--- src/rtl/lsu_pkg.sv ---
// Shared types and helpers for the load/store unit.
package lsu_pkg;

    typedef enum logic [1:0] {
        SZ_BYTE    = 2'b00,
        SZ_HALF    = 2'b01,
        SZ_WORD    = 2'b10,
        SZ_ILLEGAL = 2'b11
    } mem_size_e;

    typedef enum logic [2:0] {
        IDLE,
        RAM_RD,
        RAM_WR,
        LD_CAP,
        RSP
    } lsu_state_e;

    function automatic logic is_misaligned(input mem_size_e size, input logic [1:0] off);
        case (size)
            SZ_BYTE: return 1'b0;
            SZ_HALF: return off[0];
            SZ_WORD: return off != 2'b00;
            default: return 1'b1;
        endcase
    endfunction

endpackage

--- src/rtl/lsu_align.sv ---
// Byte-lane merge for sub-word stores and lane extract/extend for loads.
import lsu_pkg::*;

module lsu_align #(
    parameter int DATA_WIDTH = 32
) (
    input  logic [DATA_WIDTH-1:0] old_word,
    input  logic [DATA_WIDTH-1:0] wdata,
    input  mem_size_e             size,
    input  logic [1:0]            off,
    input  logic                  is_unsigned,
    output logic [DATA_WIDTH-1:0] merged,
    output logic [DATA_WIDTH-1:0] extracted
);

    logic [7:0]  byte_lane;
    logic [15:0] half_lane;

    always_comb begin
        byte_lane = old_word[{off, 3'b000} +: 8];
        half_lane = old_word[{off[1], 4'b0000} +: 16];
        merged    = old_word;
        extracted = '0;
        case (size)
            SZ_BYTE: begin
                merged[{off, 3'b000} +: 8] = wdata[7:0];
                extracted = is_unsigned ? {{(DATA_WIDTH-8){1'b0}}, byte_lane}
                                        : {{(DATA_WIDTH-8){byte_lane[7]}}, byte_lane};
            end
            SZ_HALF: begin
                merged[{off[1], 4'b0000} +: 16] = wdata[15:0];
                extracted = is_unsigned ? {{(DATA_WIDTH-16){1'b0}}, half_lane}
                                        : {{(DATA_WIDTH-16){half_lane[15]}}, half_lane};
            end
            SZ_WORD: begin
                merged    = wdata;
                extracted = old_word;
            end
            default: begin
                merged    = old_word;
                extracted = '0;
            end
        endcase
    end

endmodule

--- src/rtl/lsu_mem_ctrl.sv ---
// Load/store controller for a single-port, 1-cycle-read data RAM without byte enables.
import lsu_pkg::*;

module lsu_mem_ctrl #(
    parameter int DATA_WIDTH = 32,
    parameter int ADDR_WIDTH = 12
) (
    input  logic                  i_clk,
    input  logic                  i_rst_n,
    input  logic                  i_req_valid,
    output logic                  o_req_ready,
    input  logic                  i_req_we,
    input  logic [31:0]           i_req_addr,
    input  logic [1:0]            i_req_size,
    input  logic                  i_req_unsigned,
    input  logic [DATA_WIDTH-1:0] i_req_wdata,
    output logic                  o_rsp_valid,
    output logic [DATA_WIDTH-1:0] o_rsp_rdata,
    output logic                  o_rsp_err,
    output logic                  o_ram_we,
    output logic [ADDR_WIDTH-1:0] o_ram_addr,
    output logic [DATA_WIDTH-1:0] o_ram_wrdata,
    input  logic [DATA_WIDTH-1:0] i_ram_rdata
);

    lsu_state_e            state, state_next;
    logic                  accept;
    logic                  req_err;
    mem_size_e             in_size;
    logic                  cap_we;
    mem_size_e             cap_size;
    logic [1:0]            cap_off;
    logic                  cap_uns;
    logic [DATA_WIDTH-1:0] cap_wdata;
    logic [DATA_WIDTH-1:0] merged;
    logic [DATA_WIDTH-1:0] extracted;
    logic                  unused_addr_hi;

    // Upper byte-address bits alias onto the RAM and are deliberately dropped.
    assign unused_addr_hi = ^i_req_addr[31:ADDR_WIDTH+2];

    assign in_size     = mem_size_e'(i_req_size);
    assign req_err     = is_misaligned(in_size, i_req_addr[1:0]);
    assign o_req_ready = (state == IDLE);
    assign accept      = i_req_valid && o_req_ready;
    assign o_rsp_valid = (state == RSP);
    assign o_ram_we    = (state == RAM_WR);

    lsu_align #(.DATA_WIDTH(DATA_WIDTH)) u_align (
        .old_word    (i_ram_rdata),
        .wdata       (cap_wdata),
        .size        (cap_size),
        .off         (cap_off),
        .is_unsigned (cap_uns),
        .merged      (merged),
        .extracted   (extracted)
    );

    // Word stores ignore old_word inside the merge, so one path serves all sizes.
    assign o_ram_wrdata = merged;

    always_comb begin
        state_next = state;
        case (state)
            IDLE: begin
                if (accept) begin
                    if (req_err)
                        state_next = RSP;
                    else if (i_req_we && in_size == SZ_WORD)
                        state_next = RAM_WR;
                    else
                        state_next = RAM_RD;
                end
            end
            RAM_RD:  state_next = cap_we ? RAM_WR : LD_CAP;
            RAM_WR:  state_next = RSP;
            LD_CAP:  state_next = RSP;
            RSP:     state_next = IDLE;
            default: state_next = IDLE;
        endcase
    end

    always_ff @(posedge i_clk or negedge i_rst_n) begin
        if (!i_rst_n) begin
            state       <= IDLE;
            o_ram_addr  <= '0;
            o_rsp_rdata <= '0;
            o_rsp_err   <= 1'b0;
            cap_we      <= 1'b0;
            cap_size    <= SZ_BYTE;
            cap_off     <= '0;
            cap_uns     <= 1'b0;
            cap_wdata   <= '0;
        end else begin
            state <= state_next;
            if (accept) begin
                o_ram_addr <= i_req_addr[ADDR_WIDTH+1:2];
                cap_we     <= i_req_we;
                cap_size   <= in_size;
                cap_off    <= i_req_addr[1:0];
                cap_uns    <= i_req_unsigned;
                cap_wdata  <= i_req_wdata;
            end
            // Only IDLE reaches RSP directly, and only for rejected requests.
            if (state != RSP && state_next == RSP) begin
                o_rsp_err   <= (state == IDLE);
                o_rsp_rdata <= (state == LD_CAP) ? extracted : '0;
            end
        end
    end

endmodule

--- config.mk ---
export PLATFORM = sky130hd
export DESIGN_NAME = lsu_mem_ctrl
export DESIGN_NICKNAME = d
export VERILOG_FILES = /design/src/rtl/lsu_pkg.sv /design/src/rtl/lsu_align.sv /design/src/rtl/lsu_mem_ctrl.sv
export SDC_FILE = /design/constraint.sdc
export NUM_CORES = 1
export LEC_CHECK = 0
export ABC_AREA = 1
export CORE_MARGIN = 2
export CORE_UTILIZATION = 42
export DETAILED_ROUTE_END_ITERATION = 10
export GPL_ROUTABILITY_DRIVEN = 0
export PLACE_DENSITY = 0.78
export SETUP_SLACK_MARGIN = 0.5
export SLEW_MARGIN = 10
export SYNTH_ARGS = -nofsm -noshare
export SYNTH_HDL_FRONTEND = slang
export SYNTH_SLANG_ARGS = --single-unit
--- constraint.sdc ---
create_clock -name i_clk -period 2.2 [get_ports i_clk]
set_input_delay 0.44 -clock i_clk [delete_from_list [all_inputs] [get_ports i_clk]]
set_output_delay 0.44 -clock i_clk [all_outputs]
set_load 0.005 [all_outputs]
---- Word-level counts from Yosys, hierarchy flattened ----
Index checks and enable logic that the tools add are counted.
word-level totals
  register bits after elaboration ......... 86
  input port bits ......................... 103
  output and inout bits ................... 80
cells by class
  $add $sub $neg .......................... 2
  equal/unequal tests ..................... 10
  shift-type cells ........................ 6
  muxes and demuxes ....................... 13
  reductions and logical operators ........ 8
operator list
  cell                                                   number
  one-hot mux 32 bit (3 select lines)                    2
  2-to-1 mux 32 bit                                      3
  bitwise mux 32 bit                                     2
  variable shift 16 x 7 -> 32 bit, first input constant  1
  variable shift 8 x 7 -> 32 bit, first input constant   1
  variable part select 16 x 7 -> 32 bit                  1
  variable part select 32 x 6 -> 16 bit                  1
  variable part select 32 x 6 -> 8 bit                   1
  variable part select 8 x 7 -> 32 bit                   1
  negator 5 -> 7 bit                                     2
  one-hot mux 3 bit (3 select lines)                     1
  == test 3 x 2 -> 1 bit, second input constant          2
  == test 3 bit, second input constant                   2
  2-to-1 mux 3 bit                                       2
  == test 2 x 1 -> 1 bit, second input constant          2
  == test 2 bit, second input constant                   2
  logical NOT 2 bit                                      2
  == test 3 x 1 -> 1 bit, second input constant          1
  logical AND 1 bit                                      3
  logical NOT 3 bit                                      1
  != test 3 bit, second input constant                   1
  one-hot mux 1 bit (3 select lines)                     1
  2-to-1 mux 2 bit                                       1
  nonzero test 2 bit                                     1
  other kinds (2)                                        2

---- Longest topological paths before layout ----
  depth after elaboration ................. 8
  gate-level depth with buffers ........... 11
  mapped depth without buffers ............ 9

---- Hierarchy ----
Synthesis repeated with hierarchy kept, for this count alone.
second synthesis, totals
  cells, all modules ...................... 903
  area, all modules ....................... 5,838.1 µm²
by module, submodules not included
  module        instances  cells an instance  area an instance (µm²)  sequential area each (µm²)
  lsu_mem_ctrl  1          379                3,480.8                 2,152.1
  lsu_align     1          524                2,357.3                 0.0

---- Least setup slack after synthesis ----
OpenSTA, ideal clock, no wires.
  kind .................................... flip-flop to output port
  start ................................... register cap_off[1]
  end ..................................... output port o_ram_wrdata[22]
  arrival time ............................ 1.933 ns
  path slack .............................. -0.173 ns
  cell stages (with the launch flop) ...... 12
  buffers on the path ..................... 4
  cells stage by stage .................... dfrtp_1 buf_2 inv_2 buf_2 buf_2 ha_1 inv_1 clkbuf_1 nand2_1 o21ai_0 o211ai_1 nand3_1
on the way
  cells in the longest elaborated chain, start to end .. 4
  elaborated cells on any way between the ends .. 9
  those cells by class .................... 2 x add/sub; 4 x shift; 3 x mux
ends and longest elaborated chain
  element                                                        RTL line                          RTL
  from (decl)                                                    lsu_mem_ctrl.sv:32                logic [1:0] cap_off;
  from (signal assigned)                                         lsu_mem_ctrl.sv:100               cap_off <= i_req_addr[1:0];
  negator 5 -> 7 bit, on equally long branches                   lsu_align.sv:31, lsu_align.sv:26
  variable part select 16 x 7 -> 32 bit (tied with other cells)  lsu_align.sv:31                   merged[{off[1], 4'b0000} +: 16] = wdata[15:0];
  bitwise mux 32 bit, on equally long branches                   lsu_align.sv:31, lsu_align.sv:26
  one-hot mux 32 bit (3 select lines) *                          lsu_align.sv:24                   case (size)
  to (decl)                                                      lsu_mem_ctrl.sv:22                output logic [DATA_WIDTH-1:0] o_ram_wrdata,
Mark *: on every way between the ends. The rest lies on a longest branch, timed or not.

---- Final worst setup path ----
  start ................................... register cap_off[0]
  end ..................................... output port o_ram_wrdata[1]
on the way
  cells in the longest elaborated chain, start to end .. 4
  elaborated cells on any way between the ends .. 5
  those cells by class .................... 1 x add/sub; 2 x shift; 2 x mux
ends and longest elaborated chain
  element                                                                                 RTL line         RTL
  negator 5 -> 7 bit *                                                                    lsu_align.sv:26  merged[{off, 3'b000} +: 8] = wdata[7:0];
  variable part select 8 x 7 -> 32 bit or variable shift 8 x 7 -> 32 bit (tied branches)  lsu_align.sv:26
  bitwise mux 32 bit *                                                                    lsu_align.sv:26
  one-hot mux 32 bit (3 select lines) *                                                   lsu_align.sv:24
Marks and branches as above.

==> impl_metrics.csv <==
group,metric,value,unit
run_status,status,"finished with violations",
run_status,violations,"setup timing",
synthesis,ys_seq_elements,86,
clock_network,clkLatencyLatePin,350,ps
floorplanning,die_area,13400,µm²
global_routing,grt_antenna_before_repair,0,
synthesis,synthCells,706,
global_routing,grt_max_degree,39,
placement,dp.cells,1063,
sta,finClkSkew,10.1,ps
synthesis,ys_top_cells_by_count,"284 x nand2_1, 86 x dfrtp_1, 75 x nand3_1, 40 x inv_1, 29 x a21oi_1",
clock_network,clock_sinks,86,
synthesis,synth_warnings,0,
clock_network,tritoncts,"built",
layout,seq_area,2160,µm²
floorplanning,initial_core_util,43.4,%
clock_network,ctsHoldBuffers,0,
floorplanning,fp-row-count,40,
layout,antenna_cells,0,
synthesis,synthArstFlopShare,100,%
worst_setup_path,worstReg2RegStart,"cap_off[0]$_DFFE_PN0N_",
floorplanning,ioPinCount,183,
layout,drive_above_1_share,28.0,%
global_routing,grt_pass1_vias,5549,
floorplanning,core,12100,µm²
sta,min_period,2450,ps
pwr,irDropWorstVdd,0.792,mV
worst_setup_path,path_class,"register to output port",
synthesis,post-synth-top-count-cell,"nand2_1",
layout,area_delta_synth_final,62.3,%
placement,placed_cell_area,7510,µm²
synthesis,yosysTopAreaCell,"dfrtp_1",
worst_setup_path,cp-start-kind,"register",
detailed_routing,drc_errors,0,
global_routing,grt_first_pass_wirelength,28500,µm
detailed_routing,viasPerCell,5.61,
floorplanning,die_y,116,µm
sta,fmax,0.409,GHz
detailed_routing,drt-initial-drc-count,559,
sta,fin_ws,-247,ps
worst_setup_path,required,1760,ps
synthesis,synth-main-ff-cell,"dfrtp_1",
floorplanning,die_w,116,µm
global_routing,grt_use_total,27.7,%
detailed_routing,post_drt_wl_per_cell,18.3,µm
synthesis,synthTopCellsByArea,"dfrtp_1 41%, nand2_1 20%, nand3_1 7.1%, mux2_2 5.8%, mux2_1 3.9%",
sta,slew_headroom,43.9,%
clock_network,h-tree-depth,3,
clock_network,path_clk_slew,70,ps
synthesis,synth-edff-count,0,
pwr,powerDensity,1430,nW/µm²
detailed_routing,drt_wl_total,20300,µm
synthesis,synthesis.area,5260,µm²
clock_network,clock_path_buffers,2,
clock_network,root_buffer,"clkbuf_16",
worst_setup_path,r2r-end,"o_rsp_rdata[20]$_DFFE_PN0P_",
sta,hold_violations,0,
worst_setup_path,cp.arrival,2010,ps
layout,utilization,70.5,%
synthesis,synth.top_cell.area_share,40.9,%
global_routing,overflow,0,
pwr,leakage,4.19,nW
placement,dp_hpwl,12800,µm
layout,stdcell_count,1111,
detailed_routing,drtPass1Iterations,6,
synthesis,synth_fp_nets,814,
worst_setup_path,critPathCaptureType,"output port",
synthesis,synth_cell_types,29,
worst_setup_path,reg2reg_slack,440,ps
clock_network,cts-buffers-inserted,9,
sta,timing_worst_slew_pin_value,840,ps
sta,finalSetupViolCount,32,
worst_setup_path,r2r_cells,11,
layout,fillCellCount,905,
layout,fin_area,8540,µm²
sta,fin_tns_setup,-4710,ps
hold_path,hp-class,"primary input to asynchronous set/reset pin",
placement,port_buffers,164,
synthesis,synth_area_per_cell,7.45,µm²
job,max_cap_viol_count,0,
sta,slew_viol_final,0,
sta,period_share,111,%
sta,rsz0062_at_grt,"yes",
synthesis,synth-seq-area-share,40.9,%
layout,nNetsFinal,1046,
detailed_routing,drtAntennaViolNets,0,
worst_setup_path,crit_start,"cap_off[0]$_DFFE_PN0N_",
layout,multi_input_area,3260,µm²
detailed_routing,vias,6237,
worst_setup_path,critPathMaxFanout,5,
## worst max path at each step
stage                       endpoint  slack (ps)  cells after the start
floorplan            o_ram_wrdata[0]         130                     10
CTS                  o_ram_wrdata[2]        -150                     11
global route         o_ram_wrdata[1]        -280                     11
finish               o_ram_wrdata[1]        -250                     11
global placement    o_ram_wrdata[24]        -170                      6
detailed placement  o_ram_wrdata[24]        -170                      6
## power breakdown
| part | total [mW] | internal, mW | switching, mW | leakage (nW) |
|---|---|---|---|---|
| Sequential | 2.71 | 2.17 | 0.534 | 1.08 |
| Clock | 1.60 | 0.921 | 0.675 | 0.155 |
| Combinational | 7.89 | 3.72 | 4.16 | 2.96 |
## metrics by stage
step	worst slack (ps)	power, mW	hold WS, ps
global route	-280	12.8	72.6
finish	-247	12.2	36.7
detailed placement	-170	9.04	423
CTS	-146	11.3	50.7
global placement	-169	8.92	424
floorplan	131	6.00	144
## cell usage in the layout, fill, tap and decap left out, types with 3 or more instances in the layout
master / synthesis / final
nor2_4: 3 / 4
buf_12: 0 / 10
o21ai_2: 1 / 7
nand3_1: 75 / 58
dfrtp_2: 0 / 3
ha_4: 0 / 5
dfrtp_1: 86 / 83
nand2_8: 0 / 7
nand3_2: 1 / 16
buf_2: 16 / 31
mux2_2: 27 / 27
buf_6: 2 / 14
mux2_1: 18 / 18
o21ai_0: 26 / 16
clkbuf_16: 0 / 9
nand2_1: 284 / 264
inv_1: 40 / 35
a21oi_1: 29 / 28
inv_6: 0 / 3
clkdlybuf4s50_1: 0 / 126
nor2_1: 15 / 13
o211ai_1: 8 / 8
buf_8: 0 / 3
o21ai_1: 1 / 4
inv_2: 6 / 9
nand2_2: 2 / 16
o22ai_2: 0 / 15
a22oi_1: 16 / 16
nand3_4: 0 / 3
buf_4: 0 / 63
## kinds of logic after synthesis
group | after synthesis | synth area share, %
buffers and inverters | 86 | 6.85
AOI/OAI and AO/OA | 101 | 11.5
adders and majority gates | 5 | 1.19
muxes | 45 | 9.63
and+or+nand+nor | 383 | 29.9
DFF | 86 | 40.9
## timing repair
| item | 4_1_cts | 5_1_grt |
|---|---|---|
| setup endpoints to repair | 65 | 68 |
| resized for setup | 208 | 62 |
| pin swaps | 38 | 28 |
| cloned | 6 | 1 |
| buffers inserted | 19 | 6 |
## registers in the layout, indices dropped and copies added, names as in the netlist
signal,count
o_rsp_rdata,32
o_rsp_err,1
cap_wdata,32
cap_size,2
o_ram_addr,12
state,3
cap_we,1
cap_uns,1
cap_off,2
## metal layers
layer,GRT usage [%],vias to the layer above,part of all wire (%)
li1,-,2818,-
met1,34.9,2886,37
met2,45.9,418,48
met3,5.91,115,9.5
met4,12.8,0,5.5
met5,0,-,0
## area by class of cell
class,instances,area share [%]
multi-input combinational,538,38.2
sequential,86,25.3
tap,168,2.46
timing repair inverter,1,0.0880
clock buffer,10,2.80
clock inverter,6,0.806
timing repair buffer,255,28.2
inverter,47,2.21
## critical path: stages (launching register included)
cell and delay (ps):
dfrtp_1 410, inv_2 160, ha_4 230, inv_2 60
nand4_1 90, o21ai_2 150, buf_6 120, buf_6 100
buf_6 90, nand3_2 50, nand2_1 70, buf_2 100
Power figures use the tool's default switching activity.
